File: src/rtl/adc_source_switch_pkg.sv
// Shared types and defaults for the ADC source switch: sample width, mode encodings, frame geometry.
package adc_source_switch_pkg;

  localparam int unsigned ADC_WIDTH    = 14;
  localparam int unsigned CH_NUM_DEF   = 2;
  localparam int unsigned LINE_LEN_DEF = 384;
  localparam int unsigned LINE_NUM_DEF = 288;

  typedef enum logic [1:0] {
    MODE_BOL   = 2'd0,
    MODE_EXT   = 2'd1,
    MODE_RAMP  = 2'd2,
    MODE_CONST = 2'd3
  } mode_e;

  typedef struct packed {
    logic  valid;
    logic  fs;
    logic  frame_err;
    logic  mode_pend;
    mode_e mode_act;
  } status_t;

endpackage

File: src/rtl/adc_source_switch_if.sv
// Pixel source bus: capture-side inputs and the selected, registered stream towards the frame buffer.
interface adc_source_switch_if #(
  parameter int unsigned CH_NUM = 2,
  parameter int unsigned DATA_W = 14
);
  logic [CH_NUM*DATA_W-1:0] bol_data;
  logic                     bol_valid;
  logic                     frame_start;
  logic [CH_NUM*DATA_W-1:0] test_data;
  logic [DATA_W-1:0]        const_val;
  logic [1:0]               mode_req;
  logic [CH_NUM*DATA_W-1:0] adc_out;
  logic                     adc_valid;
  logic                     adc_fs;
  logic [1:0]               mode_act;
  logic                     mode_pend;
  logic                     frame_err;

  modport master (
    output bol_data, bol_valid, frame_start, test_data, const_val, mode_req,
    input  adc_out, adc_valid, adc_fs, mode_act, mode_pend, frame_err
  );

  modport slave (
    input  bol_data, bol_valid, frame_start, test_data, const_val, mode_req,
    output adc_out, adc_valid, adc_fs, mode_act, mode_pend, frame_err
  );
endinterface

File: src/rtl/adc_pattern_gen.sv
// Column/row position tracker plus ramp and constant pattern generation for every channel.
module adc_pattern_gen #(
  parameter int unsigned CH_NUM   = 2,
  parameter int unsigned DATA_W   = 14,
  parameter int unsigned LINE_LEN = 384,
  parameter int unsigned LINE_NUM = 288
) (
  input  logic                     clk,
  input  logic                     rst_n,
  input  logic                     i_beat,
  input  logic                     i_sof,
  input  logic [DATA_W-1:0]        i_const_val,
  output logic [CH_NUM*DATA_W-1:0] o_ramp_c,
  output logic [CH_NUM*DATA_W-1:0] o_const_c
);

  localparam int unsigned COL_W = $clog2(LINE_LEN);
  localparam int unsigned ROW_W = $clog2(LINE_NUM);

  logic [COL_W-1:0] r_col, w_col, w_col_nxt;
  logic [ROW_W-1:0] r_row, w_row, w_row_nxt;

  // Counters hold the position of the next beat; an SOF beat is forced to (0,0).
  always_comb begin
    w_col     = i_sof ? '0 : r_col;
    w_row     = i_sof ? '0 : r_row;
    w_col_nxt = w_col + COL_W'(1);
    w_row_nxt = w_row;
    if (w_col == COL_W'(LINE_LEN - 1)) begin
      w_col_nxt = '0;
      if (w_row != ROW_W'(LINE_NUM - 1)) begin
        w_row_nxt = w_row + ROW_W'(1);
      end
    end
  end

  always_ff @(posedge clk or negedge rst_n) begin
    if (!rst_n) begin
      r_col <= '0;
      r_row <= '0;
    end else if (i_beat) begin
      r_col <= w_col_nxt;
      r_row <= w_row_nxt;
    end
  end

  always_comb begin
    o_ramp_c = '0;
    for (int unsigned c = 0; c < CH_NUM; c++) begin
      o_ramp_c[c*DATA_W +: DATA_W] = DATA_W'(w_col) + DATA_W'(w_row) + DATA_W'(c);
    end
  end

  assign o_const_c = {CH_NUM{i_const_val}};

endmodule

File: src/rtl/adc_source_switch.sv
// Per-frame pixel source selector: mode register, channel mux, output register and frame-length check.
module adc_source_switch
  import adc_source_switch_pkg::*;
#(
  parameter int unsigned CH_NUM   = CH_NUM_DEF,
  parameter int unsigned DATA_W   = ADC_WIDTH,
  parameter int unsigned LINE_LEN = LINE_LEN_DEF,
  parameter int unsigned LINE_NUM = LINE_NUM_DEF
) (
  input logic                clk,
  input logic                rst_n,
  adc_source_switch_if.slave io_bus
);

  localparam int unsigned BUS_W       = CH_NUM * DATA_W;
  localparam int unsigned FRAME_BEATS = LINE_LEN * LINE_NUM;
  localparam int unsigned CNT_W       = $clog2(FRAME_BEATS + 1);

  logic             w_beat;
  logic             w_sof;
  mode_e            w_mode;
  logic             w_len_bad;
  logic [BUS_W-1:0] w_ramp;
  logic [BUS_W-1:0] w_const;
  logic [BUS_W-1:0] w_sel;
  logic [BUS_W-1:0] r_adc_out;
  status_t          r_status;
  logic [CNT_W-1:0] r_beat_cnt;
  logic             r_first_frame;

  assign w_beat = io_bus.bol_valid;
  assign w_sof  = io_bus.bol_valid & io_bus.frame_start;

  adc_pattern_gen #(
    .CH_NUM  (CH_NUM),
    .DATA_W  (DATA_W),
    .LINE_LEN(LINE_LEN),
    .LINE_NUM(LINE_NUM)
  ) u_pattern_gen (
    .clk        (clk),
    .rst_n      (rst_n),
    .i_beat     (w_beat),
    .i_sof      (w_sof),
    .i_const_val(io_bus.const_val),
    .o_ramp_c   (w_ramp),
    .o_const_c  (w_const)
  );

  // The SOF beat already runs in the newly requested mode.
  always_comb begin
    w_mode    = w_sof ? mode_e'(io_bus.mode_req) : r_status.mode_act;
    w_len_bad = ~r_first_frame && (r_beat_cnt != CNT_W'(FRAME_BEATS));
    w_sel     = io_bus.bol_data;
    case (w_mode)
      MODE_BOL:   w_sel = io_bus.bol_data;
      MODE_EXT:   w_sel = io_bus.test_data;
      MODE_RAMP:  w_sel = w_ramp;
      MODE_CONST: w_sel = w_const;
      default:    w_sel = io_bus.bol_data;
    endcase
  end

  always_ff @(posedge clk or negedge rst_n) begin
    if (!rst_n) begin
      r_adc_out     <= '0;
      r_status      <= '0;
      r_beat_cnt    <= '0;
      r_first_frame <= 1'b1;
    end else begin
      r_status.valid     <= w_beat;
      r_status.fs        <= w_sof;
      r_status.frame_err <= w_sof & w_len_bad;
      r_status.mode_pend <= (mode_e'(io_bus.mode_req) != w_mode);
      r_status.mode_act  <= w_mode;
      if (w_beat) begin
        r_adc_out <= w_sel;
      end
      // The SOF beat is the first beat of the new frame.
      if (w_sof) begin
        r_beat_cnt    <= CNT_W'(1);
        r_first_frame <= 1'b0;
      end else if (w_beat && (r_beat_cnt != '1)) begin
        r_beat_cnt <= r_beat_cnt + CNT_W'(1);
      end
    end
  end

  assign io_bus.adc_out   = r_adc_out;
  assign io_bus.adc_valid = r_status.valid;
  assign io_bus.adc_fs    = r_status.fs;
  assign io_bus.frame_err = r_status.frame_err;
  assign io_bus.mode_pend = r_status.mode_pend;
  assign io_bus.mode_act  = r_status.mode_act;

endmodule

File: src/flat_wrapper.sv
// flat-port wrapper written by rule: the top's interface ports become plain ports
module adc_source_switch_flat import adc_source_switch_pkg::*;
#(
  parameter int unsigned CH_NUM   = CH_NUM_DEF,
  parameter int unsigned DATA_W   = ADC_WIDTH,
  parameter int unsigned LINE_LEN = LINE_LEN_DEF,
  parameter int unsigned LINE_NUM = LINE_NUM_DEF
)
  (clk, rst_n, io_bus_bol_data, io_bus_bol_valid, io_bus_frame_start, io_bus_test_data, io_bus_const_val, io_bus_mode_req, io_bus_adc_out, io_bus_adc_valid, io_bus_adc_fs, io_bus_mode_act, io_bus_mode_pend, io_bus_frame_err);
  adc_source_switch_if #(.CH_NUM(CH_NUM), .DATA_W(DATA_W)) io_bus_i ();
  input logic clk;
  input logic rst_n;
  input wire logic [$bits(io_bus_i.bol_data)-1:0] io_bus_bol_data;
  input wire logic [$bits(io_bus_i.bol_valid)-1:0] io_bus_bol_valid;
  input wire logic [$bits(io_bus_i.frame_start)-1:0] io_bus_frame_start;
  input wire logic [$bits(io_bus_i.test_data)-1:0] io_bus_test_data;
  input wire logic [$bits(io_bus_i.const_val)-1:0] io_bus_const_val;
  input wire logic [$bits(io_bus_i.mode_req)-1:0] io_bus_mode_req;
  output wire logic [$bits(io_bus_i.adc_out)-1:0] io_bus_adc_out;
  output wire logic [$bits(io_bus_i.adc_valid)-1:0] io_bus_adc_valid;
  output wire logic [$bits(io_bus_i.adc_fs)-1:0] io_bus_adc_fs;
  output wire logic [$bits(io_bus_i.mode_act)-1:0] io_bus_mode_act;
  output wire logic [$bits(io_bus_i.mode_pend)-1:0] io_bus_mode_pend;
  output wire logic [$bits(io_bus_i.frame_err)-1:0] io_bus_frame_err;
  assign io_bus_i.bol_data = io_bus_bol_data;
  assign io_bus_i.bol_valid = io_bus_bol_valid;
  assign io_bus_i.frame_start = io_bus_frame_start;
  assign io_bus_i.test_data = io_bus_test_data;
  assign io_bus_i.const_val = io_bus_const_val;
  assign io_bus_i.mode_req = io_bus_mode_req;
  assign io_bus_adc_out = io_bus_i.adc_out;
  assign io_bus_adc_valid = io_bus_i.adc_valid;
  assign io_bus_adc_fs = io_bus_i.adc_fs;
  assign io_bus_mode_act = io_bus_i.mode_act;
  assign io_bus_mode_pend = io_bus_i.mode_pend;
  assign io_bus_frame_err = io_bus_i.frame_err;
  adc_source_switch #(.CH_NUM(CH_NUM), .DATA_W(DATA_W), .LINE_LEN(LINE_LEN), .LINE_NUM(LINE_NUM)) u_core (.clk(clk), .rst_n(rst_n), .io_bus(io_bus_i));
endmodule
File: config.mk
export PLATFORM = sky130hd
export DESIGN_NAME = adc_source_switch_flat
export DESIGN_NICKNAME = d
export VERILOG_FILES = /design/src/rtl/adc_source_switch_pkg.sv /design/src/rtl/adc_source_switch_if.sv /design/src/rtl/adc_pattern_gen.sv /design/src/rtl/adc_source_switch.sv /design/src/flat_wrapper.sv
export SDC_FILE = /design/constraint.sdc
export NUM_CORES = 1
export LEC_CHECK = 0
export ABC_AREA = 1
export CORE_MARGIN = 1
export CORE_UTILIZATION = 53
export CTS_CLUSTER_DIAMETER = 120
export DETAILED_ROUTE_END_ITERATION = 10
export PLACE_DENSITY = 0.82
export SETUP_SLACK_MARGIN = 0.4
export SYNTH_ARGS = -nofsm -noshare
export SYNTH_HDL_FRONTEND = slang
export SYNTH_HIERARCHICAL = 1
export SYNTH_SLANG_ARGS = --single-unit
File: constraint.sdc
create_clock -name clk -period 2.6 [get_ports clk]
set_clock_uncertainty 0.1 [all_clocks]
set_input_delay 0.26 -clock clk [delete_from_list [all_inputs] [get_ports clk]]
set_output_delay 0.26 -clock clk [all_outputs]
set_load 0.05 [all_outputs]
==> results.yml, run 1 <==
worst_setup_path:
  worst_ep_required_time_ps: 2760
  crit_path_end_kind: "flip-flop"
  critPathLaunchType: "flip-flop"
  crit_fanout: 4
  reg2reg_from: "u_core/u_pattern_gen/r_row[3]"
  critPathArrivalTime_ps: 2620
  criticalPathCategory: "reg2reg"
  rrSetupSlack_ps: 140
  startpoint: "u_core/u_pattern_gen/r_row[3]"
clocking:
  insertion_delay_ps: 370
  h-tree-depth: 3
  cts_buffer_depth: 2
  cts_root_buf: "clkbuf_8"
  cts_made_buffers: 9
  cts_tree: "done"
  clk_pin_slew_ps: 80
  clock-sinks: 70
placed_design:
  gp_congestion: 0.882
  portBuffers: 109
  post-dp-hpwl_um: 11000
drt:
  drt_iter0_drc: 611
  vias: 6505
  viasPerCell: 5.58
  ant_nets: 0
  first_pass_iters: 6
  routedWlPerCell_um: 16.2
  drc: 0
  totalWireLength_um: 18900
power:
  power_mw: 4.03
  power_density_mw_per_mm2: 492
  internal_power_mw: 2.52
  switching_share: 0.376
  ir_worst_vdd_mv: 0.342
  p_switching_mw: 1.52
  p_leak_nw: 3.89
  combPwrFrac: 0.394
  pwr-share-seq: 0.324
  clock_power_share: 0.282
timing:
  rsz0062_at_grt: "true"
  tns_ps: 0
  slew_violations: 0
  fmax_mhz: 406
  fin_crit_sh: 0.946
  worst_pin_slew_ps: 853
  timing.hold.ws_ps: 307
  slew_headroom: 0.431
  hold_violations: 0
  final-setup-viol-count: 0
  min_period_ps: 2460
global_route:
  global_route.overflow_total: 0
  grt_max_degree: 84
  grt_pass1_wl_um: 26900
  grt_pass1_vias: 5692
  grtUsageTotal: 0.302
  antenna_found_initial: 0
floorplanning:
  ios: 110
  core_area_mm2: 0.0103
  start_util: 0.545
  rows: 37
  dieArea_mm2: 0.0110
  dieWidth_um: 105
  die_height_um: 105
job:
  cap_viol_max_count: 0
cells_and_area:
  antennaDiodeCount: 0
  drive_above_1_share: 0.276
  fin_nets: 1112
  syn_to_final_growth_pct: 46.1
  mostFrequentLayoutCells: "nand2_1, nand3_1, clkdlybuf4s50_1, nor2_1, buf_4"
  final_common_cell: "nand2_1"
logic_synthesis:
  ys_warn_count: 6
  synthesis.area_mm2: 0.00560
  synth_cells: 849
  synth.avg_cell_area_um2: 6.60
  ys_seq_area_frac: 0.313
  ys_types: 40
  synth-seq-cells: 70
worst_hold_path:
  hold_path_class: "in2reg"
  hold_start: "io_bus_frame_start"
outcome:
  outcome: "finished clean"
-- worst max-delay path, cell delays in order (launching register included) --
cell and delay (ps):
dfrtp_1 400, inv_2 90, nor2_2 50, ha_1 310, inv_1 90, o21ai_1 90, inv_2 110, nand2_4 80
nand2_1 70, nand2_1 70, nor2_2 130, nand2_1 70, nor2_2 140, nand4_1 100, nand2_1 100, inv_1 50
nand3_1 80, nand3_1 80, nor2_1 90, nor2_1 40
-- final timing paths --
kind / cells past startpoint / end
setup / recovery: 19 / u_core/io_bus.adc_out[23]
hold / removal: 5 / u_core/r_beat_cnt[4]
setup reg to reg: 19 / u_core/io_bus.adc_out[23]
hold reg to reg: 2 / u_core/r_first_frame
max in group asynchronous: 3 / u_core/r_first_frame
min in group asynchronous: 3 / u_core/io_bus.adc_out[25]
-- final cells by class --
class | instances | area, µm²
multi-input combinational | 632 | 3610
fill | 690 | 2090
timing repair buffer | 227 | 2060
sequential | 70 | 1750
inverter | 85 | 340
tap | 136 | 170
clock buffer | 11 | 151
clock inverter | 5 | 105
-- cells by family after synthesis --
| logic type | after synthesis | synth area share |
|---|---|---|
| AND/OR/NAND/NOR | 540 | 0.441 |
| AO/OA/AOI/OAI | 59 | 0.0580 |
| XOR/XNOR | 15 | 0.0234 |
| other | 1 | 0.000669 |
| flip-flops | 70 | 0.313 |
| buffers and inverters | 153 | 0.140 |
| adder cells (fa/ha/maj) | 11 | 0.0246 |
-- metal layers --
layer	share of wire	global-route usage	vias to the layer above
met5	0	0	-
met4	0.033	0.122	0
met3	0.076	0.0412	71
met2	0.50	0.499	359
met1	0.39	0.400	3031
li1	-	-	3044
-- sequential cells by signal (all words and copies together), names as in the netlist --
name                        flops
u_core/io_bus.frame_err         1
u_core/u_pattern_gen/r_col      9
u_core/io_bus.adc_out          28
u_core/io_bus.adc_fs            1
u_core/r_first_frame            1
u_core/io_bus.adc_valid         1
u_core/r_beat_cnt              17
u_core/io_bus.mode_act          2
u_core/u_pattern_gen/r_row      9
u_core/io_bus.mode_pend         1
-- per-stage QoR --
stage	utilization	worst slack (ps)	std cells	cell area [µm²]
6_report	0.797	140	1166	8190
3_3_place_gp	0.687	-517	1103	7060
5_1_grt	0.797	6.61	1166	8190
4_1_cts	0.750	269	1149	7710
2_1_floorplan	-	45.6	855	5710
3_5_place_dp	0.687	-612	1103	7060
-- synthesized netlist by cell type (all sizes together) --
cell type	count	share of area
o211ai	2	0.0027
or2	2	0.0022
xor2	14	0.022
a31oi	3	0.0045
o21ai	36	0.032
nand3	149	0.14
o22ai	3	0.0033
nor2	135	0.098
nand2	220	0.16
ha	11	0.025
nand3b	1	0.0013
inv	83	0.056
nand4	16	0.018
o21bai	2	0.0027
buf	60	0.077
conb	1	0.00067
nor4	5	0.0056
a21oi	11	0.0098
dfrtp	69	0.31
dfstp	1	0.0047
xnor2	1	0.0016
clkinv	2	0.0013
a21o	1	0.0013
nor3	12	0.016
clkbuf	8	0.0054
o2111ai	1	0.0016
-- power by group through the flow --
stage,clock (mW),combinational (mW),sequential [mW]
finish,1.14,1.59,1.30
floorplan,0,0.596,1.62
CTS,1.15,1.47,1.29
global placement,0,1.35,1.31
global route,1.20,1.68,1.32
detailed placement,0,1.37,1.32
-- repair_timing --
| action | in CTS | in global routing |
|---|---|---|
| hold buffers | 1 | 0 |
| resized for setup | 48 | 90 |
| hold endpoints to repair | 69 | 0 |
| setup endpoints to repair | 44 | 48 |
| buffers inserted | 29 | 17 |
| pin swaps | 32 | 64 |
Power figures use the tool's default switching activity.
==> run 2: changes to the inputs <==
- clock period: 2.6 -> 2.8 ns (I/O delays scaled with it)
==> results.yml, run 2 (synthesis gave the netlist of run 1 again) <==
outcome:
  outcome: "finished clean"
timing:
  final-setup-viol-count: 0
  layout_setup_ws_ps: 338
  fin_crit_sh: 0.879
  min_period_ps: 2460
  timing.hold.ws_ps: 325
  fmax_mhz: 406
  tns_ps: 0
  hold_violations: 0
  worst_pin_slew_ps: 844
  rsz0062_at_grt: "true"
  slew_headroom: 0.438
  slew_violations: 0
clocking:
  h-tree-depth: 3
  clock-sinks: 70
  cts_tree: "done"
  clk_pin_slew_ps: 80
  insertion_delay_ps: 360
  cts_root_buf: "clkbuf_8"
  cts_buffer_depth: 2
  cts_made_buffers: 9
floorplanning:
  dieWidth_um: 105
  start_util: 0.545
  die_height_um: 105
  dieArea_mm2: 0.0110
  rows: 37
  ios: 110
  core_area_mm2: 0.0103
placed_design:
  post-dp-hpwl_um: 11200
  portBuffers: 109
  dp_slack_ps: -394
  dpl_cell_area_mm2: 0.00708
  gp_congestion: 0.934
global_route:
  grt_max_degree: 84
  global_route.overflow_total: 0
  antenna_found_initial: 0
  grt_pass1_vias: 5326
  grt_pass1_wl_um: 25400
  grtUsageTotal: 0.288
cells_and_area:
  mostFrequentLayoutCells: "nand2_1, nand3_1, nor2_1"
  n_fill_cell: 732
  final_area_mm2: 0.00783
  syn_to_final_growth_pct: 39.6
  fin_nets: 1105
  largest_register_ffs: 28
  multiInputGateArea_mm2: 0.00337
  drive_above_1_share: 0.232
  seq_area_mm2: 0.00175
  fin_util: 0.761
  final_common_cell: "nand2_1"
  antennaDiodeCount: 0
worst_setup_path:
  rr_endpoint: "u_core/io_bus.adc_out[21]"
  rrSetupSlack_ps: 360
  criticalPathCategory: "in2reg"
  crit_fanout: 5
  critPathArrivalTime_ps: 2620
  worst_ep_required_time_ps: 2960
  crit_path_end_kind: "flip-flop"
  critPathLaunchType: "primary input"
  rr_worst_depth: 18
  reg2reg_from: "u_core/u_pattern_gen/r_row[3]"
drt:
  drt_iter0_drc: 556
  first_pass_iters: 8
  routedWlPerCell_um: 14.9
  totalWireLength_um: 17300
  vias: 6326
  drc: 0
  ant_nets: 0
  viasPerCell: 5.46
job:
  cap_viol_max_count: 0
worst_hold_path:
  hold_path_class: "in2reg"
  hold_start: "io_bus_bol_valid"
  hold_depth: 5
  hold_path_end: "u_core/r_beat_cnt[14]"
power:
  p_leak_nw: 3.75
  power_density_mw_per_mm2: 464
  ir_worst_vdd_mv: 0.292
-- run 2: how the worst max path moves through the flow --
| stage | from | to | slack (ps) | cells past startpoint |
|---|---|---|---|---|
| after floorplan | io_bus_bol_valid | u_core/io_bus.adc_out[22] | 220 | 24 |
| after global placement | io_bus_frame_start | u_core/u_pattern_gen/r_row[0] | -350 | 15 |
| after detailed placement | io_bus_frame_start | u_core/io_bus.adc_out[22] | -390 | 22 |
| after CTS | u_core/u_pattern_gen/r_col[0] | u_core/io_bus.adc_out[23] | 410 | 20 |
| after global routing | io_bus_frame_start | u_core/io_bus.adc_out[23] | 180 | 26 |
| final | io_bus_frame_start | u_core/io_bus.adc_out[21] | 340 | 21 |
-- run 2: area by class of cell --
type                            count  share of cell area
Clock buffer                       12              0.0173
Clock inverter                      4              0.0122
Inverter                           85              0.0419
Multi-Input combinational cell    633               0.431
Sequential cell                    70               0.224
Tap cell                          136              0.0217
Timing Repair Buffer              219               0.252
-- run 2: metal layers --
metal	GRT usage	up-vias	wire (µm)
met5	0	-	0
met4	0.112	0	715
met3	0.0362	66	1240
met2	0.468	311	8180
met1	0.390	2898	7170
li1	-	3051	-
-- run 2: per-stage QoR --
step / cells / total power [mW]
final: 1159 / 3.63
after global routing: 1159 / 3.80
after CTS: 1130 / 3.51
after detailed placement: 1110 / 2.51
after global placement: 1110 / 2.50
after floorplan: 855 / 2.05
-- run 2: report_power, final --
group,total [mW],leakage [nW],switching (mW),internal [mW]
Combinational,1.44,2.75,0.872,0.567
Clock,0.986,0.115,0.394,0.592
Sequential,1.21,0.885,0.0840,1.12
-- run 2: critical path, cell delays in order --
cell and delay [ps]:
buf_6 110, nand2_8 70, clkinvlp_4 180, buf_12 190, nor2_2 120, buf_4 150
nand2_1 90, nand2_1 160, nand2_1 130, nor2_1 160, nand2_1 120, nand2_1 90
nand2_1 50, nand2_1 90, inv_2 70, buf_4 140, xor2_1 130, nand3_1 70
nand3_1 70, nor2_1 90, nor2_1 40
-- run 2: repair_timing --
item / CTS / global route
pin swaps: 3 / 43
setup endpoints to repair: 30 / 26
setup buffers: 3 / 28
gates cloned: 0 / 1
hold buffers: 1 / 0
hold endpoints to repair: 26 / 0
resized for setup: 11 / 70
==> run 3: changes to the inputs <==
==> constraint.sdc (replaced) <==
create_clock -name clk -period 2.8 [get_ports clk]
set_clock_uncertainty 0.1 [all_clocks]
set_input_delay 0.56 -clock clk [delete_from_list [all_inputs] [get_ports clk]]
set_output_delay 0.56 -clock clk [all_outputs]
set_load 0.05 [all_outputs]
==> results.yml, run 3 (synthesis gave the netlist of run 1 again) <==
outcome:
  outcome: "finished clean"
drt:
  first_pass_iters: 5
  routedWlPerCell_um: 14.7
  ant_nets: 0
  drc: 0
  totalWireLength_um: 16900
  vias: 6142
  drt_iter0_drc: 469
  viasPerCell: 5.35
global_route:
  grt_max_degree: 84
  grtUsageTotal: 0.304
  grt_pass1_vias: 5606
  global_route.overflow_total: 0
  grt_pass1_wl_um: 26800
  antenna_found_initial: 0
worst_setup_path:
  reg2reg_from: "u_core/u_pattern_gen/r_col[3]"
  criticalPathCategory: "in2reg"
  rr_endpoint: "u_core/io_bus.adc_out[20]"
  crit_fanout: 6
  critPathLaunchType: "primary input"
  rr_worst_depth: 17
  crit_path_end_kind: "flip-flop"
  worst_ep_required_time_ps: 2950
  rrSetupSlack_ps: 300
  critPathArrivalTime_ps: 2840
floorplanning:
  dieWidth_um: 105
  dieArea_mm2: 0.0110
  die_height_um: 105
  core_area_mm2: 0.0103
  rows: 37
  start_util: 0.545
  ios: 110
timing:
  slew_headroom: 0.571
  final-setup-viol-count: 0
  min_period_ps: 2690
  hold_violations: 0
  fin_crit_sh: 0.960
  rsz0062_at_grt: "true"
  fmax_mhz: 372
  slew_violations: 0
  worst_pin_slew_ps: 644
  tns_ps: 0
cells_and_area:
  fin_util: 0.757
  fin_nets: 1095
  n_fill_cell: 767
  final_common_cell: "nand2_1"
  mostFrequentLayoutCells: "nand2_1, nand3_1, nor2_1"
  drive_above_1_share: 0.229
  antennaDiodeCount: 0
  largest_register_ffs: 28
  syn_to_final_growth_pct: 38.8
clocking:
  cts_buffer_depth: 2
  insertion_delay_ps: 360
  h-tree-depth: 3
  clk_pin_slew_ps: 70
  cts_made_buffers: 9
  clock-sinks: 70
  cts_root_buf: "clkbuf_8"
  cts_tree: "done"
  holdBufCountCts: 0
power:
  p_leak_nw: 3.70
  power_density_mw_per_mm2: 430
  ir_worst_vdd_mv: 0.319
placed_design:
  gp_congestion: 0.932
  post-dp-hpwl_um: 11400
  portBuffers: 109
job:
  cap_viol_max_count: 0
worst_hold_path:
  hold_path_class: "in2async"
==> run 3: report_power, final <==
part           leakage [nW]  internal (mW)  total [mW]  switching, mW
clock network        0.0914          0.384       0.761          0.377
registers             0.886           1.12        1.21         0.0845
logic                  2.73          0.528        1.37          0.844
total                  3.70           2.04        3.34           1.31
==> run 3: layout make-up <==
type | count | area, µm² | area share
multi-input cells | 632 | 3440 | 0.442
repair buffers | 210 | 1910 | 0.245
flip-flops and latches | 70 | 1750 | 0.225
inverters | 85 | 335 | 0.0431
well taps | 136 | 170 | 0.0219
clock buffers | 13 | 169 | 0.0217
clock inverters | 1 | 5.00 | 0.000643
==> run 3: worst max-delay path by stage <==
stage	start	endpoint	cells after the start
global placement	io_bus_frame_start	u_core/u_pattern_gen/r_row[2]	16
detailed placement	io_bus_frame_start	u_core/u_pattern_gen/r_row[0]	15
global route	io_bus_frame_start	u_core/io_bus.adc_out[22]	21
floorplan	io_bus_bol_valid	u_core/io_bus.adc_out[22]	22
finish	io_bus_frame_start	u_core/io_bus.adc_out[22]	21
CTS	io_bus_frame_start	u_core/io_bus.adc_out[20]	20
==> run 3: through the flow <==
step / hold WS (ps) / std cells / setup slack (ps) / power (mW) / cell area [µm²]
global placement: 348 / 1119 / -659 / 2.49 / 7190
finish: 106 / 1147 / 111 / 3.34 / 7780
detailed placement: 356 / 1119 / -697 / 2.51 / 7190
floorplan: 164 / 855 / -54.4 / 2.06 / 5720
CTS: 123 / 1144 / 226 / 3.32 / 7610
global route: 144 / 1147 / -68.1 / 3.51 / 7780
==> run 3: layer usage <==
layer / share of wire / global-route usage / wire, µm
met1: 0.42 / 0.387 / 7030
met2: 0.51 / 0.517 / 8590
met3: 0.059 / 0.0536 / 1000
met4: 0.017 / 0.111 / 279
met5: 0 / 0 / 0
==> run 3: what timing repair did <==
item                       CTS  global route
hold endpoints to repair     0             0
setup endpoints to repair   35            39
resized for setup           47            35
pin swaps                   25            25
buffers inserted            11             3
==> run 3: critical path, stage by stage <==
cell,delay (ps)
buf_8,110
nand2_8,70
clkinvlp_4,160
buf_4,190
buf_4,160
nor2_4,120
ha_4,240
inv_2,70
o21bai_1,110
a21oi_1,170
nand2_1,70
nand2_1,60
nand2_1,70
inv_2,120
nand3_2,110
nand2_1,70
nand2_1,50
o21ai_1,130
nand3_1,80
nand2_1,70
nand2_1,50
